[config.mk]
export PLATFORM = sky130hd
export DESIGN_NAME = drm_activator_license_responder
export DESIGN_NICKNAME = d
export VERILOG_FILES = /design/src/rtl/drm_activator_license_responder.sv
export SDC_FILE = /design/constraint.sdc
export NUM_CORES = 1
export LEC_CHECK = 0
export BUFFER_PORTS_ARGS = -buffer_cell sky130_fd_sc_hd__buf_2
export CAP_MARGIN = 20
export CELL_PAD_IN_SITES_DETAIL_PLACEMENT = 0
export CELL_PAD_IN_SITES_GLOBAL_PLACEMENT = 1
export CORE_AREA = 2 2 161 163
export CTS_BUF_LIST = sky130_fd_sc_hd__clkbuf_16
export DETAILED_ROUTE_END_ITERATION = 16
export DIE_AREA = 0 0 163 165
export MAX_ROUTING_LAYER = met4
export PLACE_DENSITY_LB_ADDON = 0.1
export SKIP_LAST_GASP = 1
export SLEW_MARGIN = 20
export SYNTH_ARGS = -nofsm -noshare
export SYNTH_HDL_FRONTEND = slang
export SYNTH_SLANG_ARGS = --single-unit
[constraint.sdc]
create_clock -name DRM_ACLK -period 30.3 [get_ports DRM_ACLK]
set_input_delay 9.09 -clock DRM_ACLK [delete_from_list [all_inputs] [get_ports DRM_ACLK]]
set_output_delay 9.09 -clock DRM_ACLK [all_outputs]
set_load 0.05 [all_outputs]
[src/rtl/drm_activator_license_responder.sv]
// drm_activator_license_responder: DRM bus target that validates a 4-word license frame,
// latches the activation code on a product-ID match and exposes a 64-bit usage meter.
module drm_activator_license_responder #(
    parameter logic [63:0] PRODUCT_ID     = 64'h1042000100010001,
    parameter bit          METER_SATURATE = 1'b1,
    parameter logic [63:0] METER_RESET    = 64'd0
) (
    input  logic        DRM_ACLK,
    input  logic        DRM_ARST,
    input  logic        DRM_BUS_SLAVE_I_CS,
    input  logic        DRM_BUS_SLAVE_I_CYC,
    input  logic        DRM_BUS_SLAVE_I_WE,
    input  logic [1:0]  DRM_BUS_SLAVE_I_ADR,
    input  logic [31:0] DRM_BUS_SLAVE_I_DAT,
    output logic        DRM_BUS_SLAVE_O_ACK,
    output logic        DRM_BUS_SLAVE_O_STA,
    output logic        DRM_BUS_SLAVE_O_INTR,
    output logic [31:0] DRM_BUS_SLAVE_O_DAT,
    output logic        ip_activation_code_ready,
    output logic [63:0] ip_activation_code,
    input  logic        ip_metering_event
);
    typedef enum logic [1:0] {IDLE, ACK, HOLD} state_t;
    state_t state, state_nx;
    logic        start, illegal, lic_wr, ctrl_wr, word3, revoke, mismatch, fail, err;
    logic        we_l;
    logic [1:0]  adr_l, wcnt;
    logic [31:0] dat_l, code_hi, rd_mux, rdata, meter_hi_shadow, pid_word;
    logic [63:0] meter, meter_inc;
    assign start    = state == IDLE && DRM_BUS_SLAVE_I_CS && DRM_BUS_SLAVE_I_CYC;
    assign illegal  = DRM_BUS_SLAVE_I_WE ? DRM_BUS_SLAVE_I_ADR[1] : DRM_BUS_SLAVE_I_ADR == 2'd0;
    assign rd_mux   = DRM_BUS_SLAVE_I_ADR == 2'd1 ? {28'b0, ip_activation_code_ready, err, wcnt} :
                      DRM_BUS_SLAVE_I_ADR == 2'd2 ? meter[31:0] :
                      DRM_BUS_SLAVE_I_ADR == 2'd3 ? meter_hi_shadow : 32'd0;
    assign rdata    = (DRM_BUS_SLAVE_I_WE || illegal) ? 32'd0 : rd_mux;
    // Side effects use the request captured at sampling time, not the live bus.
    assign lic_wr   = state == ACK && we_l && adr_l == 2'd0;
    assign ctrl_wr  = state == ACK && we_l && adr_l == 2'd1;
    assign word3    = lic_wr && wcnt == 2'd3;
    assign revoke   = ctrl_wr && dat_l[2];
    assign pid_word = wcnt[0] ? PRODUCT_ID[31:0] : PRODUCT_ID[63:32];
    assign mismatch = dat_l != pid_word;
    assign meter_inc = (METER_SATURATE && &meter) ? meter : meter + 64'd1;
    always_comb begin
        state_nx = state;
        if (start)
            state_nx = ACK;
        else if (state == ACK)
            state_nx = HOLD;
        else if (state == HOLD && !DRM_BUS_SLAVE_I_CYC)
            state_nx = IDLE;
    end
    always_ff @(posedge DRM_ACLK or posedge DRM_ARST) begin
        if (DRM_ARST)
            state <= IDLE;
        else
            state <= state_nx;
    end
    always_ff @(posedge DRM_ACLK or posedge DRM_ARST) begin
        if (DRM_ARST) begin
            DRM_BUS_SLAVE_O_ACK <= 1'b0;
            DRM_BUS_SLAVE_O_STA <= 1'b0;
            DRM_BUS_SLAVE_O_DAT <= 32'd0;
            we_l                <= 1'b0;
            adr_l               <= 2'd0;
            dat_l               <= 32'd0;
            meter_hi_shadow     <= 32'd0;
        end else begin
            DRM_BUS_SLAVE_O_ACK <= start;
            DRM_BUS_SLAVE_O_STA <= start && illegal;
            DRM_BUS_SLAVE_O_DAT <= start ? rdata : 32'd0;
            if (start) begin
                we_l  <= DRM_BUS_SLAVE_I_WE;
                adr_l <= DRM_BUS_SLAVE_I_ADR;
                dat_l <= DRM_BUS_SLAVE_I_DAT;
            end
            if (start && !DRM_BUS_SLAVE_I_WE && DRM_BUS_SLAVE_I_ADR == 2'd2)
                meter_hi_shadow <= meter[63:32];
        end
    end
    always_ff @(posedge DRM_ACLK or posedge DRM_ARST) begin
        if (DRM_ARST) begin
            wcnt                     <= 2'd0;
            fail                     <= 1'b0;
            err                      <= 1'b0;
            code_hi                  <= 32'd0;
            ip_activation_code       <= 64'd0;
            ip_activation_code_ready <= 1'b0;
            DRM_BUS_SLAVE_O_INTR     <= 1'b0;
        end else begin
            DRM_BUS_SLAVE_O_INTR <= word3;
            if (lic_wr) begin
                wcnt <= wcnt + 2'd1;
                if (wcnt == 2'd0)
                    fail <= mismatch;
                else if (wcnt == 2'd1)
                    fail <= fail | mismatch;
                if (wcnt == 2'd2)
                    code_hi <= dat_l;
                if (word3) begin
                    ip_activation_code_ready <= !fail;
                    err                      <= err | fail;
                    if (!fail)
                        ip_activation_code <= {code_hi, dat_l};
                end
            end
            if (ctrl_wr) begin
                if (dat_l[0])
                    wcnt <= 2'd0;
                if (dat_l[1])
                    err <= 1'b0;
                if (dat_l[2]) begin
                    ip_activation_code_ready <= 1'b0;
                    ip_activation_code       <= 64'd0;
                end
            end
        end
    end
    // An event coinciding with a revoke is dropped, matching the post-revoke view.
    always_ff @(posedge DRM_ACLK or posedge DRM_ARST) begin
        if (DRM_ARST)
            meter <= METER_RESET;
        else if (ip_activation_code_ready && ip_metering_event && !revoke)
            meter <= meter_inc;
    end
endmodule

==> flow_metrics.py, run 1 <==
metrics = {
    "sta": {
        "fmax_mhz": 92.67,
        "setup_viol": 0,
        "whs_ps": 476.9,
        "skew_ps": 11.85,
        "post-route-period-util_pct": 35.61,
        "rsz0062_at_grt": "false",
        "postLayoutSetupSlackWorst_ps": 19510,
        "tightest_slew_ps": 863.7,
        "slew_violations": 0,
        "tns_ps": 0,
        "fin_crit_ps": 10790,
        "finalHoldViolCount": 0,
        "relSlewSlack_pct": 42.42,
    },
    "hold_path": {
        "min_from": "meter_hi_shadow[28]",
        "hold_depth": 2,
        "hold_path.class": "reg -> reg",
        "min_to": "meter_hi_shadow[28]",
    },
    "pwr": {
        "switching_share_pct": 27.31,
        "p_leak_nw": 6.502,
        "powerDensity_nw_per_um2": 65.96,
        "power.internal_w": 0.0006259,
        "clkPwrFrac_pct": 36.5,
        "combPwrFrac_pct": 11.9,
        "power_frac_seq_pct": 51.7,
        "p_switching_w": 0.0002352,
        "ir_drop_v": 0.00004716,
    },
    "logic_synthesis": {
        "syn_area_um2": 11190,
        "yosysTopAreaCell": "dfrtp_1",
        "synth_cell_types": 46,
        "synthArstFlopShare_pct": 100.0,
        "synthFlopType": "dfrtp_1",
        "synth_top_area_share_pct": 60.15,
        "synthCells": 996,
        "syn_area_per_cell_um2": 11.24,
        "synth.ff_latch_count": 269,
        "ys_warn_count": 0,
        "synth_fp_nets": 1041,
        "synthTopCellsByArea": "dfrtp_1 (60%), mux2_2 (9.8%), nand2_1 (6.2%)",
        "synth_edf_count": 0,
        "yosysSeqAreaShare_pct": 60.15,
    },
    "grt": {
        "grt_pass1_vias": 7575,
        "grt_first_pass_wirelength_um": 41550,
        "grt.met1_usage_pct": 26.13,
        "track_usage_pct": 20.13,
        "overflow": 0,
        "grt_max_degree": 125,
        "use_met2_pct": 34.07,
        "antenna_found_initial": 1,
        "met3_usage_pct": 2.386,
        "grt_busiest_layer": "met2",
    },
    "place": {
        "gp_congestion": 0.8070,
        "dp_slack_ps": 18490,
        "numPortBuffers": 139,
        "dp_hpwl_um": 16880,
    },
    "clocking": {
        "cts_sinks": 269,
        "cts_root_buffer": "clkbuf_16",
        "max-clock-path-buffers": 3,
        "numCtsBuffers": 30,
        "ctsHoldBuffers": 0,
        "clkLatencyLatePin_ps": 550,
        "cts_tree": "yes",
        "cts_resized": 0,
        "cts_max_level": 1,
        "clk_pin_slew_worst_paths_ps": 50,
        "post_cts_buffers": 0,
    },
    "layout": {
        "nets": 1177,
        "drive_gt1_share_pct": 25.74,
        "area_delta_synth_final_pct": 16.66,
        "final_common_cell": "dfrtp_1",
        "layout_common_cells": "dfrtp_1 (269), nand2_1 (186), buf_2 (139), mux2_2 (97), a21oi_1 (69)",
        "n_fill_cell": 2340,
    },
    "job": {
        "cap_violations": 0,
    },
    "route": {
        "routed_wirelength_um": 25700,
        "postRouteAntennaNets": 0,
        "route.detailed.drc": 0,
        "drt_iter0_markers": 419,
        "routedWlPerCell_um": 17.40,
        "vias": 7608,
        "dr.pass1.iters": 7,
        "vias_per_cell": 5.151,
    },
    "worst_setup_path": {
        "cpMaxStageDelayCell": "buf_4",
        "crit_path_max_incr_delay_ps": 780,
        "reg2regPathDepth": 7,
        "worst_setup_path_end_kind": "asynchronous set/reset pin",
        "r2r_end": "meter[45]",
        "rr_startpoint": "meter[11]",
        "worstPathRequired_ps": 30870,
        "path_max_fanout": 124,
        "startpoint_type": "input port",
        "criticalPathCategory": "in -> async",
        "rrSetupSlack_ps": 27190,
        "cp_data_arrival_time_ps": 11360,
        "crit_chain": "buf_2 -> inv_8 -> buf_6 -> buf_4",
    },
    "floorplanning": {
        "dieArea_um2": 26900,
        "die_w_um": 163,
        "dieHeight_um": 165,
        "core-area_um2": 25040,
        "initial_core_util_pct": 44.70,
        "rows": 58,
        "boundaryPins": 140,
    },
    "run_status": {
        "status": "finished, final reports clean",
    },
}
==> metrics by stage <==
stage / std cells / utilization (%) / power (W) / instance area, um2
after floorplan: 996 / - / 0.0005175 / 11190
after global placement: 1430 / 48.82 / 0.0005534 / 12220
after detailed placement: 1430 / 48.82 / 0.0005561 / 12220
after CTS: 1476 / 52.12 / 0.0008745 / 13050
after global routing: 1477 / 52.15 / 0.0009038 / 13060
final: 1477 / 52.15 / 0.0008611 / 13060
==> power groups by stage <==
| stage | Clock [W] | Combinational [W] | Sequential (W) |
|---|---|---|---|
| floorplan | 0 | 0.0000665 | 0.000451 |
| global placement | 0 | 0.000101 | 0.000452 |
| detailed placement | 0 | 0.000104 | 0.000452 |
| CTS | 0.000324 | 0.000104 | 0.000446 |
| global route | 0.000338 | 0.000113 | 0.000453 |
| finish | 0.000314 | 0.000102 | 0.000445 |
==> layer usage <==
layer	wire length (um)	vias to the layer above
li1	-	3673
met5	0	-
met2	12740	149
met3	905	39
met1	11530	3747
met4	522	0
==> worst max-delay path by stage <==
| stage | end | start | depth (start not counted) |
|---|---|---|---|
| floorplan | DRM_BUS_SLAVE_O_ACK | DRM_ARST | 1 |
| detailed placement | dat_l[27] | DRM_ARST | 4 |
| global route | ip_activation_code[32] | DRM_ARST | 4 |
| finish | ip_activation_code[32] | DRM_ARST | 4 |
| CTS | ip_activation_code[32] | DRM_ARST | 4 |
| global placement | dat_l[27] | DRM_ARST | 4 |
==> sequential cells by signal (all words and copies together) (netlist names), 32 cells and up <==
register	count
ip_activation_code	64
meter	64
DRM_BUS_SLAVE_O_DAT	32
code_hi	32
dat_l	32
meter_hi_shadow	32
==> worst max-delay path: cells and delay by family <==
kind     cells  cell delay [ps]
buf+inv      4             2130
==> Yosys cell counts, types with 3 or more instances <==
| cell | n |
|---|---|
| dfrtp_1 | 269 |
| nand3_1 | 19 |
| ha_1 | 5 |
| nor4_1 | 22 |
| and3_1 | 7 |
| inv_1 | 13 |
| xnor2_1 | 19 |
| nor3_1 | 28 |
| or2_2 | 3 |
| nand2_1 | 186 |
| nor2_1 | 69 |
| or3_1 | 6 |
| nor4b_1 | 3 |
| o21ai_0 | 12 |
| nand4_1 | 21 |
| clkbuf_1 | 38 |
| a21oi_1 | 69 |
| buf_1 | 5 |
| xor2_1 | 45 |
| mux2i_1 | 28 |
| or4_1 | 3 |
| mux2_2 | 97 |
==> area by class of cell <==
type                       instances  area (um2)  area share, %
clock buffer                      30       750.7          5.750
clock inverter                    16       77.57         0.5942
inverter                          13       56.30         0.4312
timing repair buffer             151       789.5          6.047
antenna                            1       2.502        0.01917
multi-input combinational        667        4235          32.44
tap                              330       412.9          3.162
sequential                       269        6731          51.56
==> cells by family (layout without fill, tap and decap cells) <==
kind of cell	count (synthesis)	after routing	synth area share (%)
xor+xnor	64	64	5.008
compound gates	93	93	4.472
simple gates	380	380	15.42
mux	125	125	12.26
buf+inv	60	210	2.135
other cells	0	1	0
flops	269	269	60.15
fa+ha+maj	5	5	0.5590
Note: power is estimated with default switching activity, not from simulation.
==> run 2, diff against run 1 <==
CORE_AREA = 2 2 167 169   (was 2 2 161 163)
DIE_AREA = 0 0 169 171   (was 0 0 163 165)
clock period = 9.8 ns   (was 30.3 ns; I/O delays follow)
==> flow_metrics.py, run 2 (synthesis results as in run 1) <==
metrics = {
    "floorplanning": {
        "rows": 61,
        "dieArea_um2": 28900,
        "core-area_um2": 27320,
        "initial_core_util_pct": 40.96,
        "boundaryPins": 140,
        "die_w_um": 169,
        "dieHeight_um": 171,
    },
    "route": {
        "drt_iter0_markers": 419,
        "vias_per_cell": 5.093,
        "routedWlPerCell_um": 17.42,
        "vias": 7645,
        "route.detailed.drc": 0,
        "routed_wirelength_um": 26150,
        "postRouteAntennaNets": 0,
        "dr.pass1.iters": 5,
    },
    "worst_setup_path": {
        "cpMaxStageDelayCell": "dfrtp_1",
        "reg2regPathDepth": 7,
        "startpoint": "ip_activation_code_ready",
        "crit_end": "ip_activation_code_ready",
        "crit_path_max_incr_delay_ps": 430,
        "path_delay_family": "flip-flops",
        "path_depth": 1,
        "rrSetupSlack_ps": 6650,
        "path_max_fanout": 4,
        "worstPathRequired_ps": 6860,
        "rr_startpoint": "meter[53]",
        "worst_setup_path_end_kind": "output pin",
        "criticalPathCategory": "reg -> out",
        "cp_data_arrival_time_ps": 1260,
        "crit_buf_inv": 1,
        "r2r_end": "meter[39]",
        "startpoint_type": "flip-flop",
        "crit_chain": "buf_2",
    },
    "layout": {
        "layout_common_cells": "dfrtp_1 (269), nand2_1 (186), buf_2 (139), mux2_2 (97), a21oi_1 (69)",
        "stdcell_count": 1501,
        "nets": 1177,
        "antenna_cells": 0,
        "reg_top3": "ip_activation_code: 64 flops, meter: 64 flops",
        "final_common_cell": "dfrtp_1",
        "drive_gt1_share_pct": 25.89,
        "n_fill_cell": 2600,
        "area_delta_synth_final_pct": 17.95,
    },
    "clocking": {
        "cts_tree": "yes",
        "clkLatencyLatePin_ps": 540,
        "cts_root_buffer": "clkbuf_16",
        "cts_resized": 0,
        "numCtsBuffers": 30,
        "ctsHoldBuffers": 0,
        "max-clock-path-buffers": 3,
        "cts_max_level": 1,
        "clk_pin_slew_worst_paths_ps": 60,
        "post_cts_buffers": 0,
        "cts_sinks": 269,
    },
    "place": {
        "placed_cells": 1445,
        "gp_congestion": 0.7962,
        "numPortBuffers": 139,
        "dp_hpwl_um": 16770,
    },
    "sta": {
        "slew_violations": 0,
        "tns_ps": 0,
        "post-route-period-util_pct": 42.90,
        "skew_ps": 5.517,
        "tightest_slew_ps": 845.7,
        "rsz0062_at_grt": "false",
        "setup_viol": 0,
        "relSlewSlack_pct": 43.46,
        "finalHoldViolCount": 0,
        "fmax_mhz": 237.9,
        "fin_crit_ps": 4204,
    },
    "grt": {
        "grt_first_pass_wirelength_um": 42570,
        "overflow": 0,
        "track_usage_pct": 18.98,
        "grt_max_degree": 192,
        "antenna_found_initial": 0,
        "grt_pass1_vias": 7597,
    },
    "job": {
        "cap_violations": 0,
    },
    "pwr": {
        "p_leak_nw": 6.558,
        "ir_drop_v": 0.0001067,
        "powerDensity_nw_per_um2": 208.6,
    },
    "hold_path": {
        "hold_path.class": "reg -> reg",
    },
    "run_status": {
        "status": "finished, final reports clean",
    },
}
-- run 2: changes by cell type in the layout (fill, tap and decap cells not counted), moves of 2 or more --
cell,before,now
clkinv_1,7,13
clkinv_2,1,3
buf_4,11,9
bufinv_16,0,2
-- run 2: cell type report --
type                            count  area [um2]  share of cell area, %
Inverter                           13       52.55                 0.3981
Timing Repair Buffer              151       822.0                  6.227
Clock inverter                     24       151.4                  1.147
Tap cell                          346       432.9                  3.279
Multi-Input combinational cell    667        4235                  32.08
Clock buffer                       31       775.7                  5.876
Sequential cell                   269        6731                  50.99
-- run 2: how the worst min path moves through the flow --
stage | from | to | slack [ps] | depth (start not counted)
5_1_grt | meter_hi_shadow[20] | meter_hi_shadow[20] | 510 | 2
2_1_floorplan | meter_hi_shadow[20] | meter_hi_shadow[20] | 450 | 2
6_report | meter_hi_shadow[20] | meter_hi_shadow[20] | 480 | 2
4_1_cts | meter_hi_shadow[20] | meter_hi_shadow[20] | 480 | 2
3_3_place_gp | meter_hi_shadow[25] | meter_hi_shadow[25] | 460 | 2
3_5_place_dp | meter_hi_shadow[1] | meter_hi_shadow[1] | 470 | 2
-- run 2: power by group --
group          switching (W)  leakage (nW)  internal [W]
sequential          0.000132          3.63       0.00125
clock               0.000442         0.474      0.000618
combinational       0.000170          2.45      0.000145
-- run 2: tightest hold or removal path, delay by kind of cell, from the launching register on --
| family | cells | cell delay (ps) |
|---|---|---|
| flip-flops | 1 | 340 |
| AND/OR/NAND/NOR | 1 | 40 |
| AO/OA/AOI/OAI | 1 | 60 |
-- run 2: through the flow --
step	utilization (%)	area (um2)	setup slack [ps]	power [W]	hold WS, ps
2_1_floorplan	-	11200	3307	0.001600	449.6
3_3_place_gp	44.81	12240	4737	0.001713	462.7
3_5_place_dp	44.81	12240	4744	0.001719	471.2
4_1_cts	48.20	13170	5334	0.002794	484.2
5_1_grt	48.31	13200	5342	0.002892	507.5
6_report	48.31	13200	5596	0.002753	478.4
-- run 2: layer usage --
layer / GRT usage, % / part of all wire, %
met4: 3.344 / 1.3
met2: 31.45 / 49
met1: 25.40 / 46
met3: 2.730 / 4.2
met5: - / 0
==> run 3, diff against run 2 <==
ABC_AREA = 1   (was default)
CORE_AREA = 2 2 172 174   (was 2 2 167 169)
DIE_AREA = 0 0 174 176   (was 0 0 169 171)
clock period = 4.2 ns   (was 9.8 ns; I/O delays follow)
==> flow_metrics.py, run 3 <==
metrics = {
    "run_status": {
        "status": "finished, final reports clean",
    },
    "layout": {
        "drive_gt1_share_pct": 12.34,
        "layout_common_cells": "nand2_1 (541), dfrtp_1 (269), o21ai_0 (182), inv_1 (160), nor2_1 (144)",
        "antenna_cells": 0,
        "stdcell_count": 2118,
        "nets": 1760,
        "reg_top3": "ip_activation_code: 64 flops, meter: 64 flops",
        "final_common_cell": "nand2_1",
        "area_delta_synth_final_pct": 16.43,
        "n_fill_cell": 2943,
    },
    "logic_synthesis": {
        "synth.ff_latch_count": 269,
        "syn_area_um2": 12470,
        "synthCells": 1590,
        "ys_warn_count": 0,
        "synthFlopType": "dfrtp_1",
        "yosysTopAreaCell": "dfrtp_1",
        "synth_cell_types": 26,
        "synth_top_area_share_pct": 53.99,
        "ys_top_cells_by_count": "nand2_1 (544), dfrtp_1 (269), o21ai_0 (182)",
        "syn_area_per_cell_um2": 7.842,
        "synthArstFlopShare_pct": 100.0,
        "synth_fp_nets": 1635,
        "synthTopCellsByArea": "dfrtp_1 (54%), nand2_1 (16%), o21ai_0 (7.3%)",
        "synth.most_common_cell": "nand2_1",
        "yosysSeqAreaShare_pct": 53.99,
        "synth_edf_count": 0,
    },
    "sta": {
        "post-route-period-util_pct": 67.29,
        "skew_ps": 11.90,
        "fmax_mhz": 353.8,
        "finalHoldViolCount": 0,
        "tightest_slew_ps": 983.5,
        "setup_viol": 0,
        "whs_ps": 478.0,
        "rsz0062_at_grt": "false",
        "fin_crit_ps": 2826,
        "relSlewSlack_pct": 34.34,
        "postLayoutSetupSlackWorst_ps": 1374,
        "slew_violations": 0,
    },
    "grt": {
        "overflow": 0,
        "antenna_found_initial": 0,
        "grt_first_pass_wirelength_um": 55580,
        "track_usage_pct": 23.62,
        "grt_pass1_vias": 10157,
        "grt_max_degree": 66,
    },
    "pwr": {
        "powerDensity_nw_per_um2": 351.1,
        "switching_share_pct": 21.80,
        "clkPwrFrac_pct": 47.0,
        "ir_drop_v": 0.0002956,
        "p_switching_w": 0.001111,
        "total_power_w": 0.005097,
        "power_frac_seq_pct": 50.8,
        "power.internal_w": 0.003986,
        "p_leak_nw": 6.964,
        "combPwrFrac_pct": 2.1,
    },
    "worst_setup_path": {
        "crit_chain": "ha_1 -> inv_1 -> nor2_4 -> nand2_2 -> nor2_4 -> nand3_2 -> o21ai_4 -> buf_4 -> nand2_1 -> nand2_1",
        "startpoint_type": "flip-flop",
        "crit_path_max_incr_delay_ps": 550,
        "cpMaxStageDelayCell": "dfrtp_1",
        "path_max_fanout": 31,
        "cp_data_arrival_time_ps": 3300,
        "reg2regPathDepth": 10,
        "worstPathRequired_ps": 4670,
        "worst_setup_path_end_kind": "flip-flop",
        "criticalPathCategory": "reg -> reg",
    },
    "floorplanning": {
        "initial_core_util_pct": 43.68,
        "boundaryPins": 140,
        "dieHeight_um": 176,
        "core-area_um2": 28550,
        "rows": 62,
        "dieArea_um2": 30620,
        "die_w_um": 174,
    },
    "clocking": {
        "clkLatencyLatePin_ps": 540,
        "cts_max_level": 1,
        "cts_root_buffer": "clkbuf_16",
        "max-clock-path-buffers": 3,
        "cts_sinks": 269,
        "numCtsBuffers": 29,
        "post_cts_buffers": 0,
        "clk_pin_slew_worst_paths_ps": 60,
        "cts_resized": 0,
        "ctsHoldBuffers": 0,
        "cts_tree": "yes",
    },
    "route": {
        "postRouteAntennaNets": 0,
        "route.detailed.drc": 0,
        "routedWlPerCell_um": 16.28,
        "dr.pass1.iters": 5,
        "vias": 10485,
        "drt_iter0_markers": 769,
        "vias_per_cell": 4.950,
        "routed_wirelength_um": 34470,
    },
    "place": {
        "numPortBuffers": 139,
        "dp_hpwl_um": 24960,
        "placed_cells": 2066,
        "dp_slack_ps": 1026,
        "gp_congestion": 0.9611,
    },
    "job": {
        "cap_violations": 0,
    },
    "hold_path": {
        "hold_path.class": "reg -> reg",
        "hold_depth": 2,
    },
}
[run 3: changes by cell type after synthesis, sizes merged, moves of 7 or more]
cell and change:
inv +143, a21oi +27, nand2 +359, nor2 +79, o21ai +169, nor3 -27, clkbuf +15, mux2i -28
nor4 -21, and3 -7, xor2 -31, nand3 +31, mux2 -96
[run 3: critical path: cells and delay by family, from the launching register on]
family          cells  cell delay (ps)
fa+ha+maj           1              350
buf+inv             2              540
compound gates      1              460
simple gates        6              840
flops               1              550
[run 3: cell type report]
class / instances / area, um2 / share of cell area [%]
Sequential cell: 269 / 6731 / 46.37
Multi-Input combinational cell: 1099 / 4915 / 33.86
Timing Repair Buffer: 160 / 923.4 / 6.361
Clock buffer: 29 / 725.7 / 4.999
Inverter: 156 / 589.3 / 4.060
Tap cell: 384 / 480.5 / 3.310
Clock inverter: 21 / 151.4 / 1.043
[run 3: kinds of logic (layout without fill, tap and decap cells)]
logic type / Yosys count / after routing / synth area share [%]
compound gates: 286 / 286 / 11.68
xor+xnor: 33 / 33 / 2.318
fa+ha+maj: 5 / 5 / 0.5018
buf+inv: 222 / 366 / 6.814
flops: 269 / 269 / 53.99
mux: 1 / 1 / 0.09031
simple gates: 774 / 774 / 24.61
[run 3: through the flow]
stage / setup TNS, ps / cell area [um2] / util (%)
floorplan: -165020 / 12470 / -
global placement: 0 / 13590 / 47.59
detailed placement: 0 / 13590 / 47.59
CTS: 0 / 14460 / 50.67
global route: 0 / 14520 / 50.85
finish: 0 / 14520 / 50.85
[run 3: power groups by stage]
| stage | clock [W] | sequential (W) | combinational [W] |
|---|---|---|---|
| after floorplan | 0 | 0.00264 | 0.0000533 |
| after global placement | 0 | 0.00264 | 0.000111 |
| after detailed placement | 0 | 0.00264 | 0.000111 |
| after CTS | 0.00247 | 0.00259 | 0.000112 |
| after global routing | 0.00257 | 0.00259 | 0.000124 |
| final | 0.00240 | 0.00259 | 0.000108 |
[run 3: path summary, 6_finish.rpt]
| check | slack (ps) | end | from |
|---|---|---|---|
| worst max register to register | 1370 | meter[25] | meter[0] |
| max in group asynchronous | 2470 | ip_activation_code[15] | DRM_ARST |
| worst max-delay path | 1370 | meter[25] | meter[0] |
| worst min-delay path | 480 | code_hi[8] | code_hi[8] |
| worst min register to register | 480 | code_hi[8] | code_hi[8] |
| min in group asynchronous | 720 | meter_hi_shadow[1] | DRM_ARST |
[run 3: routing by layer]
layer / global-route usage [%] / routed length [um] / share of wire [%]
met1: 31.74 / 15880 / 46
met5: - / 0 / 0
met4: 5.427 / 697 / 2.0
met3: 2.756 / 1446 / 4.2
met2: 38.76 / 16450 / 48
